**config.mk**
```make
export PLATFORM = sky130hd
export DESIGN_NAME = cacheline_burst_adapter
export DESIGN_NICKNAME = d
export VERILOG_FILES = /design/src/rtl/mem_if_pkg.sv /design/src/rtl/cacheline_burst_adapter.sv
export SDC_FILE = /design/constraint.sdc
export NUM_CORES = 1
export LEC_CHECK = 0
export BUFFER_PORTS_ARGS = -buffer_cell sky130_fd_sc_hd__buf_2
export CAP_MARGIN = 10
export CORE_AREA = 2 2 279 281
export DETAILED_ROUTE_END_ITERATION = 16
export DIE_AREA = 0 0 281 283
export GPL_TIMING_DRIVEN = 1
export MAX_ROUTING_LAYER = met4
export PLACE_DENSITY_LB_ADDON = 0.05
export SLEW_MARGIN = 10
export SYNTH_ARGS = -nofsm -noshare
export SYNTH_HDL_FRONTEND = slang
export SYNTH_SLANG_ARGS = --single-unit
```
**constraint.sdc**
```tcl
create_clock -name clk -period 5 [get_ports clk]
set_input_delay 0.5 -clock clk [delete_from_list [all_inputs] [get_ports clk]]
set_output_delay 0.5 -clock clk [all_outputs]
set_load 0.02 [all_outputs]
```
**src/rtl/mem_if_pkg.sv**
```systemverilog
// mem_if_pkg
// Shared definitions for the line-side / memory-side adapters.
//   adapter_state_t : burst adapter FSM states (IDLE, READ, WRITE, DONE)
//   LINE_WIDTH      : cacheline width in bits
//   BEAT_WIDTH      : memory burst beat width in bits
//   BEATS           : beats per cacheline burst
//   OFFSET_WIDTH    : byte-offset bits inside one cacheline
package mem_if_pkg;

  localparam int LINE_WIDTH   = 256;
  localparam int BEAT_WIDTH   = 64;
  localparam int BEATS        = LINE_WIDTH / BEAT_WIDTH;
  localparam int OFFSET_WIDTH = 5;

  typedef enum logic [1:0] {
    IDLE  = 2'd0,
    READ  = 2'd1,
    WRITE = 2'd2,
    DONE  = 2'd3
  } adapter_state_t;

endpackage

```
**src/rtl/cacheline_burst_adapter.sv**
```systemverilog
// cacheline_burst_adapter
// Turns one 256-bit cacheline read/write from the arbiter into a 4-beat,
// 64-bit burst on the physical memory port. Every output is registered,
// so no combinational path runs from line_* to burst_*.
// Ports:
//   clk, rst      : single clock, synchronous active-high reset
//   line_addr     : line byte address (offset bits ignored)
//   line_read     : line read request, held until line_resp
//   line_write    : line write request, held until line_resp
//   line_wdata    : line to write
//   line_rdata    : assembled read line, valid while line_resp
//   line_resp     : one-cycle completion pulse
//   burst_addr    : line-aligned burst address
//   burst_read    : burst read request
//   burst_write   : burst write request
//   burst_wdata   : current write beat
//   burst_rdata   : incoming read beat
//   burst_resp    : one beat moves on every cycle this is high
module cacheline_burst_adapter
  import mem_if_pkg::*;
#(
  parameter int ADDR_WIDTH = 32,
  parameter int LINE_WIDTH = 256,
  parameter int BEAT_WIDTH = 64
) (
  input  logic                  clk,
  input  logic                  rst,
  input  logic [ADDR_WIDTH-1:0] line_addr,
  input  logic                  line_read,
  input  logic                  line_write,
  input  logic [LINE_WIDTH-1:0] line_wdata,
  output logic [LINE_WIDTH-1:0] line_rdata,
  output logic                  line_resp,
  output logic [ADDR_WIDTH-1:0] burst_addr,
  output logic                  burst_read,
  output logic                  burst_write,
  output logic [BEAT_WIDTH-1:0] burst_wdata,
  input  logic [BEAT_WIDTH-1:0] burst_rdata,
  input  logic                  burst_resp
);

  localparam int BEATS = LINE_WIDTH / BEAT_WIDTH;
  localparam int CNT_W = $clog2(BEATS);

  adapter_state_t        state;
  logic [CNT_W-1:0]      count;
  logic [CNT_W-1:0]      count_next;
  logic                  last_beat;
  logic [LINE_WIDTH-1:0] wline_q;
  logic [ADDR_WIDTH-1:0] aligned_addr;
  logic                  unused_offset_bits;

  // The byte offset inside the line never reaches the memory port.
  assign unused_offset_bits = ^line_addr[OFFSET_WIDTH-1:0];

  // Beat bookkeeping: the counter wraps to 0 on the final beat, so it is
  // back at 0 by the time the FSM returns to IDLE.
  always_comb begin
    aligned_addr = {line_addr[ADDR_WIDTH-1:OFFSET_WIDTH], {OFFSET_WIDTH{1'b0}}};
    count_next   = count + 1'b1;
    last_beat    = (count == CNT_W'(BEATS - 1));
  end

  // Adapter FSM with registered outputs. Upstream inputs are only sampled
  // in IDLE, so changes mid-burst and requests still held in DONE are
  // ignored. Read wins when both requests are present.
  always_ff @(posedge clk) begin
    if (rst) begin
      state       <= IDLE;
      count       <= '0;
      wline_q     <= '0;
      line_rdata  <= '0;
      line_resp   <= 1'b0;
      burst_addr  <= '0;
      burst_read  <= 1'b0;
      burst_write <= 1'b0;
      burst_wdata <= '0;
    end else begin
      line_resp <= 1'b0;
      case (state)
        IDLE: begin
          count <= '0;
          if (line_read) begin
            burst_addr <= aligned_addr;
            burst_read <= 1'b1;
            state      <= READ;
          end else if (line_write) begin
            burst_addr  <= aligned_addr;
            wline_q     <= line_wdata;
            burst_write <= 1'b1;
            burst_wdata <= line_wdata[BEAT_WIDTH-1:0];
            state       <= WRITE;
          end
        end

        READ: begin
          if (burst_resp) begin
            line_rdata[BEAT_WIDTH*int'(count) +: BEAT_WIDTH] <= burst_rdata;
            count <= count_next;
            if (last_beat) begin
              burst_read <= 1'b0;
              line_resp  <= 1'b1;
              state      <= DONE;
            end
          end
        end

        WRITE: begin
          // burst_wdata is pre-loaded with the next slice so it is already
          // on the port when the memory takes the following beat.
          if (burst_resp) begin
            count <= count_next;
            if (last_beat) begin
              burst_write <= 1'b0;
              burst_wdata <= '0;
              line_resp   <= 1'b1;
              state       <= DONE;
            end else begin
              burst_wdata <= wline_q[BEAT_WIDTH*int'(count_next) +: BEAT_WIDTH];
            end
          end
        end

        DONE: begin
          state <= IDLE;
        end

        default: begin
          state <= IDLE;
        end
      endcase
    end
  end

endmodule
```
==> results of run 1 <==
[power breakdown]
part	switching [mW]	internal, mW	total, mW
Clock	2.09	2.96	5.04
Combinational	2.86	1.35	4.21
Sequential	0.337	5.48	5.82
[cell type report]
type                            instances  share of cell area
Clock buffer                          113              0.0699
Timing Repair Buffer                  737               0.127
Inverter                                5            0.000619
Antenna cell                           43             0.00355
Sequential cell                       610               0.403
Clock inverter                         10             0.00343
Tap cell                             1040              0.0429
Multi-Input combinational cell       1919               0.349
[logic make-up after synthesis]
family	count (synthesis)	synth area share
adder cells (fa/ha/maj)	11	0.00573
AO/OA/AOI/OAI	746	0.194
buffers and inverters	290	0.0561
flip-flops	610	0.508
AND/OR/NAND/NOR	1026	0.174
multiplexers	131	0.0614
other	1	0.000156
[cell usage after synthesis (4+ instances only)]
master	count
buf_6	13
clkbuf_1	154
a211oi_1	64
ha_1	11
a222oi_1	64
buf_4	12
nand3_1	175
mux2_2	130
a21oi_1	455
nand2b_1	4
buf_2	94
nor2_1	89
a32oi_1	88
nand2_1	738
a31oi_1	65
dfxtp_1	610
inv_1	4
and3_1	4
buf_1	12
[critical path, delay by kind of cell (launching register included)]
kind                     cells  cell delay (ns)
AO/OA/AOI/OAI                2             0.47
adder cells (fa/ha/maj)      1             0.63
buffers and inverters        2             0.90
flip-flops                   1             0.70
multiplexers                 1             0.42
[flip-flops by register name, indices dropped and copies added (netlist names)]
signal and count:
burst_addr 27, state 2, line_resp 1, count 2
line_rdata 256, wline_q 256, burst_wdata 64, burst_write 1
burst_read 1
[cells in the final DEF (no fill, tap or decap), types with 2 or more instances in the layout]
master / count
clkbuf_1: 27
clkbuf_8: 12
nand3_1: 171
a311oi_1: 2
a222oi_1: 64
nor2_1: 89
clkinv_2: 4
and4_1: 2
a21oi_1: 455
buf_12: 6
buf_4: 30
a31oi_1: 65
nand2_1: 737
inv_6: 2
and3_2: 4
conb_1: 5
nor4b_4: 2
inv_1: 4
dfxtp_1: 610
mux2_2: 130
a21bo_2: 2
diode_2: 43
a211oi_1: 64
nor4bb_4: 2
buf_2: 700
nand2b_1: 3
clkbuf_16: 74
nand3_2: 4
a32oi_1: 88
ha_1: 10
[per-stage QoR]
step,setup WS (ns),hold WS [ns],cell area (sq um)
after floorplan,2.88,0.433,24000
after global routing,1.42,0.114,30300
after CTS,1.65,0.0906,30200
after detailed placement,1.63,0.441,28000
final,1.65,0.133,30300
after global placement,1.70,0.435,28000
[metal layers]
layer	global-route usage	wire, um	up-vias
met1	0.287	39200	11000
met5	-	0	-
met2	0.381	46400	830
met4	0.0830	2790	0
met3	0.0696	8380	136
li1	-	-	11000
[path summary, 6_finish.rpt]
path                                   to  cells after the start
max          burst_wdata[47]$_SDFFE_PP0P_                      6
min             wline_q[175]$_SDFFE_PP0P_                      3
max reg2reg  burst_wdata[47]$_SDFFE_PP0P_                      6
min reg2reg  line_rdata[230]$_SDFFE_PP0P_                      2
==> results.py, run 1 <==
metrics = {
    "run_status": {
        "status": "finished, final reports clean",
    },
    "clock_network": {
        "insertion_delay_ns": 0.59,
        "clockBufferDepth": 3,
        "cts_tree": "done",
        "cts_inserted_buffers": 72,
        "clkTransAtPathRegs_ns": 0.06,
        "h-tree-depth": 3,
        "cts.sinks": 610,
        "post_cts_buffers": 0,
        "cts_resized": 0,
        "cts_hold_buf": 0,
        "cts_root_buffer": "clkbuf_16",
    },
    "die": {
        "die_w_um": 281,
        "die_area_sq_um": 79500,
        "fp.dieH_um": 283,
        "io_pins": 712,
        "initial_core_util": 0.313,
        "rows": 102,
        "core_area_sq_um": 76700,
    },
    "setup_path": {
        "worst-path-max-fanout": 46,
        "required_ns": 5.44,
        "cp_slowest_stage_delay_ns": 0.70,
        "path_class": "flip-flop to flip-flop",
        "worstPathCellList": "inv_1 > ha_4 > buf_4 > mux2_2 > a222oi_1 > a211oi_1",
        "startpoint_type": "flip-flop",
        "slowest_stage": "dfxtp_1",
        "arrival_ns": 3.79,
        "cp-startpoint": "count[0]$_SDFFE_PP0P_",
        "worst_setup_path_end_kind": "flip-flop",
        "rrSetupSlack_ns": 1.65,
        "regToRegStartpoint": "count[0]$_SDFFE_PP0P_",
    },
    "min_path": {
        "worstHoldStart": "line_wdata[175]",
        "worstHoldPathType": "input pin to flip-flop",
    },
    "timing": {
        "skew_ns": 0.0166,
        "period_needed_ns": 3.35,
        "slew_violations": 0,
        "period_share": 0.670,
        "tightest_slew_ns": 1.16,
        "fin_tns_setup_ns": 0,
        "finalHoldViolCount": 0,
        "rsz0062_at_grt": "false",
        "maxSlewHeadroom": 0.225,
        "clock.fmax_mhz": 299,
        "setup_violations": 0,
    },
    "synthesis": {
        "ys_ff_latch": 610,
        "ys.flop_type": "dfxtp_1",
        "synth_edf_count": 0,
        "yosysWarnings": 0,
        "synth.area.top_cells": "dfxtp_1 51%, nand2_1 12%, a21oi_1 9.5%",
        "yosys.area.top_type": "dfxtp_1",
        "ys_seq_area_frac": 0.508,
        "synth_top_area_frac": 0.508,
        "netlist_area_sq_um": 24000,
        "synth_area_per_cell_sq_um": 8.53,
        "async_flop_share": 0,
        "synth_cell_types": 42,
        "netlist_instances": 2815,
    },
    "global_route": {
        "antenna_found_initial": 46,
        "grt_max_degree": 193,
        "gr-total-overflow": 0,
        "grtUsageTotal": 0.239,
        "first_global_vias": 22200,
        "grt_pass1_wl_um": 143000,
    },
    "final_layout": {
        "multi_input_area_sq_um": 10600,
        "final_util": 0.395,
        "drive_above_1_share": 0.291,
        "areaGrowthSynthToFinish_pct": 26.2,
        "nets": 3713,
        "final_cells": 4477,
        "n_fill_cell": 7996,
        "regArea_sq_um": 12200,
    },
    "drt": {
        "viasPerCell": 5.13,
        "dr.first_iter.drc_count": 1809,
        "dr.pass1.iters": 10,
        "via_count": 23000,
        "wl_per_cell_um": 21.6,
        "drc": 0,
        "ant_nets": 0,
        "routed_wl_um": 96800,
    },
    "power": {
        "leakage_nw": 12.1,
        "total_power_mw": 15.1,
        "peakVddDrop_mv": 0.337,
        "p_per_area_nw_per_um2": 497,
    },
    "placement": {
        "dp_hpwl_um": 62300,
        "io_buffers": 701,
        "gp_congestion": 0.848,
        "place_inst": 4311,
    },
    "flow_run": {
        "max_cap_violations": 0,
    },
}
(Power assumes the default switching activity.)
==> run 2: changes to the inputs <==
==> constraint.sdc (replaced) <==
create_clock -name clk -period 2.91 [get_ports clk]
set_input_delay 0.291 -clock clk [delete_from_list [all_inputs] [get_ports clk]]
set_output_delay 0.291 -clock clk [all_outputs]
set_load 0.02 [all_outputs]
==> results.py, run 2 (synthesis gave the netlist of run 1 again) <==
metrics = {
    "global_route": {
        "grtUsageTotal": 0.245,
        "gr-total-overflow": 0,
        "grt_pass1_wl_um": 148000,
        "antenna_found_initial": 16,
        "grt_max_degree": 100,
        "first_global_vias": 24300,
    },
    "final_layout": {
        "final_cell_mix": "737 x nand2_1, 700 x buf_2, 610 x dfxtp_1, 455 x a21oi_1, 346 x dlygate4sd3_1",
        "reg_top3": "line_rdata (256), wline_q (256), burst_wdata (64)",
        "nets": 4089,
        "multi_input_area_sq_um": 10600,
        "areaGrowthSynthToFinish_pct": 43.3,
        "drive_above_1_share": 0.275,
        "regArea_sq_um": 12200,
        "final_util": 0.449,
        "layout_commonest_cell": "nand2_1",
        "n_fill_cell": 7679,
    },
    "timing": {
        "period_share": 0.831,
        "clock.fmax_mhz": 413,
        "rsz0062_at_grt": "false",
        "skew_ns": 0.0212,
        "slew_violations": 0,
        "period_needed_ns": 2.42,
        "setup_violations": 0,
        "fin_tns_setup_ns": 0,
        "tightest_slew_ns": 1.15,
        "finalHoldViolCount": 0,
        "maxSlewHeadroom": 0.234,
    },
    "setup_path": {
        "required_ns": 3.39,
        "arrival_ns": 2.90,
        "worst_setup_path_end_kind": "flip-flop",
        "worst-path-max-fanout": 23,
        "startpoint_type": "flip-flop",
        "path_class": "flip-flop to flip-flop",
    },
    "clock_network": {
        "h-tree-depth": 3,
        "cts_resized": 0,
        "cts_inserted_buffers": 73,
        "insertion_delay_ns": 0.61,
        "cts_tree": "done",
        "cts_root_buffer": "clkbuf_16",
        "clockBufferDepth": 3,
        "cts.sinks": 610,
        "clkTransAtPathRegs_ns": 0.06,
    },
    "die": {
        "core_area_sq_um": 76700,
        "die_area_sq_um": 79500,
        "io_pins": 712,
        "fp.dieH_um": 283,
        "die_w_um": 281,
        "rows": 102,
        "initial_core_util": 0.313,
    },
    "drt": {
        "ant_nets": 0,
        "routed_wl_um": 98800,
        "dr.first_iter.drc_count": 1778,
        "drc": 0,
        "via_count": 24600,
        "viasPerCell": 5.08,
        "dr.pass1.iters": 9,
        "wl_per_cell_um": 20.4,
    },
    "flow_run": {
        "max_cap_violations": 0,
    },
    "power": {
        "leakage_nw": 13.9,
        "total_power_mw": 27.2,
        "p_per_area_nw_per_um2": 791,
        "peakVddDrop_mv": 0.712,
    },
    "placement": {
        "dp_hpwl_um": 64300,
        "gp_congestion": 0.839,
        "io_buffers": 701,
    },
    "run_status": {
        "status": "finished, final reports clean",
    },
    "min_path": {
        "worstHoldPathType": "input pin to flip-flop",
    },
}
## run 2: cell count changes in the layout (fill, tap and decap cells not counted), moves of 2 or more
cell           before  now
diode_2            43   17
clkinvlp_4          0    2
buf_4              30   36
dlygate4sd3_1       0  346
buf_12              6   29
clkbuf_1           27   16
bufinv_16           1    3
clkinv_2            4   11
clkinv_8            1    3
clkbuf_8           12   21
## run 2: repair_timing
item,in CTS,in global routing
endpoints found under the setup margin,0,0
hold buffers,346,0
hold endpoints to repair,491,0
setup buffers,0,0
## run 2: layout make-up
class,count,share of cell area
flip-flops and latches,610,0.355
well taps,1040,0.0378
clock buffers,111,0.0639
diodes,17,0.00124
inverters,5,0.000545
clock inverters,23,0.00709
multi-input cells,1919,0.307
repair buffers,1112,0.227
## run 2: power breakdown
part	internal [mW]	switching [mW]	total, mW	leakage, nW
registers	9.42	0.557	9.98	4.96
logic	2.89	5.14	8.02	7.76
clock network	5.51	3.73	9.24	1.21
total	17.8	9.43	27.2	13.9
## run 2: worst paths after layout
kind         slack (ns)                         from  cells past startpoint                            to
max                0.49        count[1]$_SDFFE_PP0P_                      7  burst_wdata[45]$_SDFFE_PP0P_
min                0.05              burst_rdata[34]                      3  line_rdata[162]$_SDFFE_PP0P_
max reg2reg        0.49        count[1]$_SDFFE_PP0P_                      7  burst_wdata[45]$_SDFFE_PP0P_
min reg2reg        0.45  line_rdata[65]$_SDFFE_PP0P_                      2   line_rdata[65]$_SDFFE_PP0P_
## run 2: routing by layer
metal  vias up  part of all wire  track usage
li1      11700                 -            -
met3       171             0.064       0.0468
met2       859              0.49        0.399
met1     11800              0.42        0.296
met5         -                 0            -
met4         0             0.035       0.0979
## run 2: per-stage QoR
stage | instances | area (sq um) | hold WS (ns) | worst slack, ns
finish | 4837 | 34400 | 0.0473 | 0.491
global route | 4836 | 34400 | 0.0372 | 0.327
CTS | 4820 | 34400 | 0.0115 | 0.465
detailed placement | 4340 | 28500 | 0.440 | 0.451
global placement | 4340 | 28500 | 0.434 | 0.453
floorplan | 2819 | 24000 | 0.427 | 0.788
## run 2: worst max-delay path: stages, from the launching register on
cell and delay (ns):
dfxtp_1 0.40, inv_1 0.12, ha_4 0.46, buf_12 0.25, buf_12 0.21, mux2_2 0.35, a222oi_1 0.36, a211oi_1 0.12
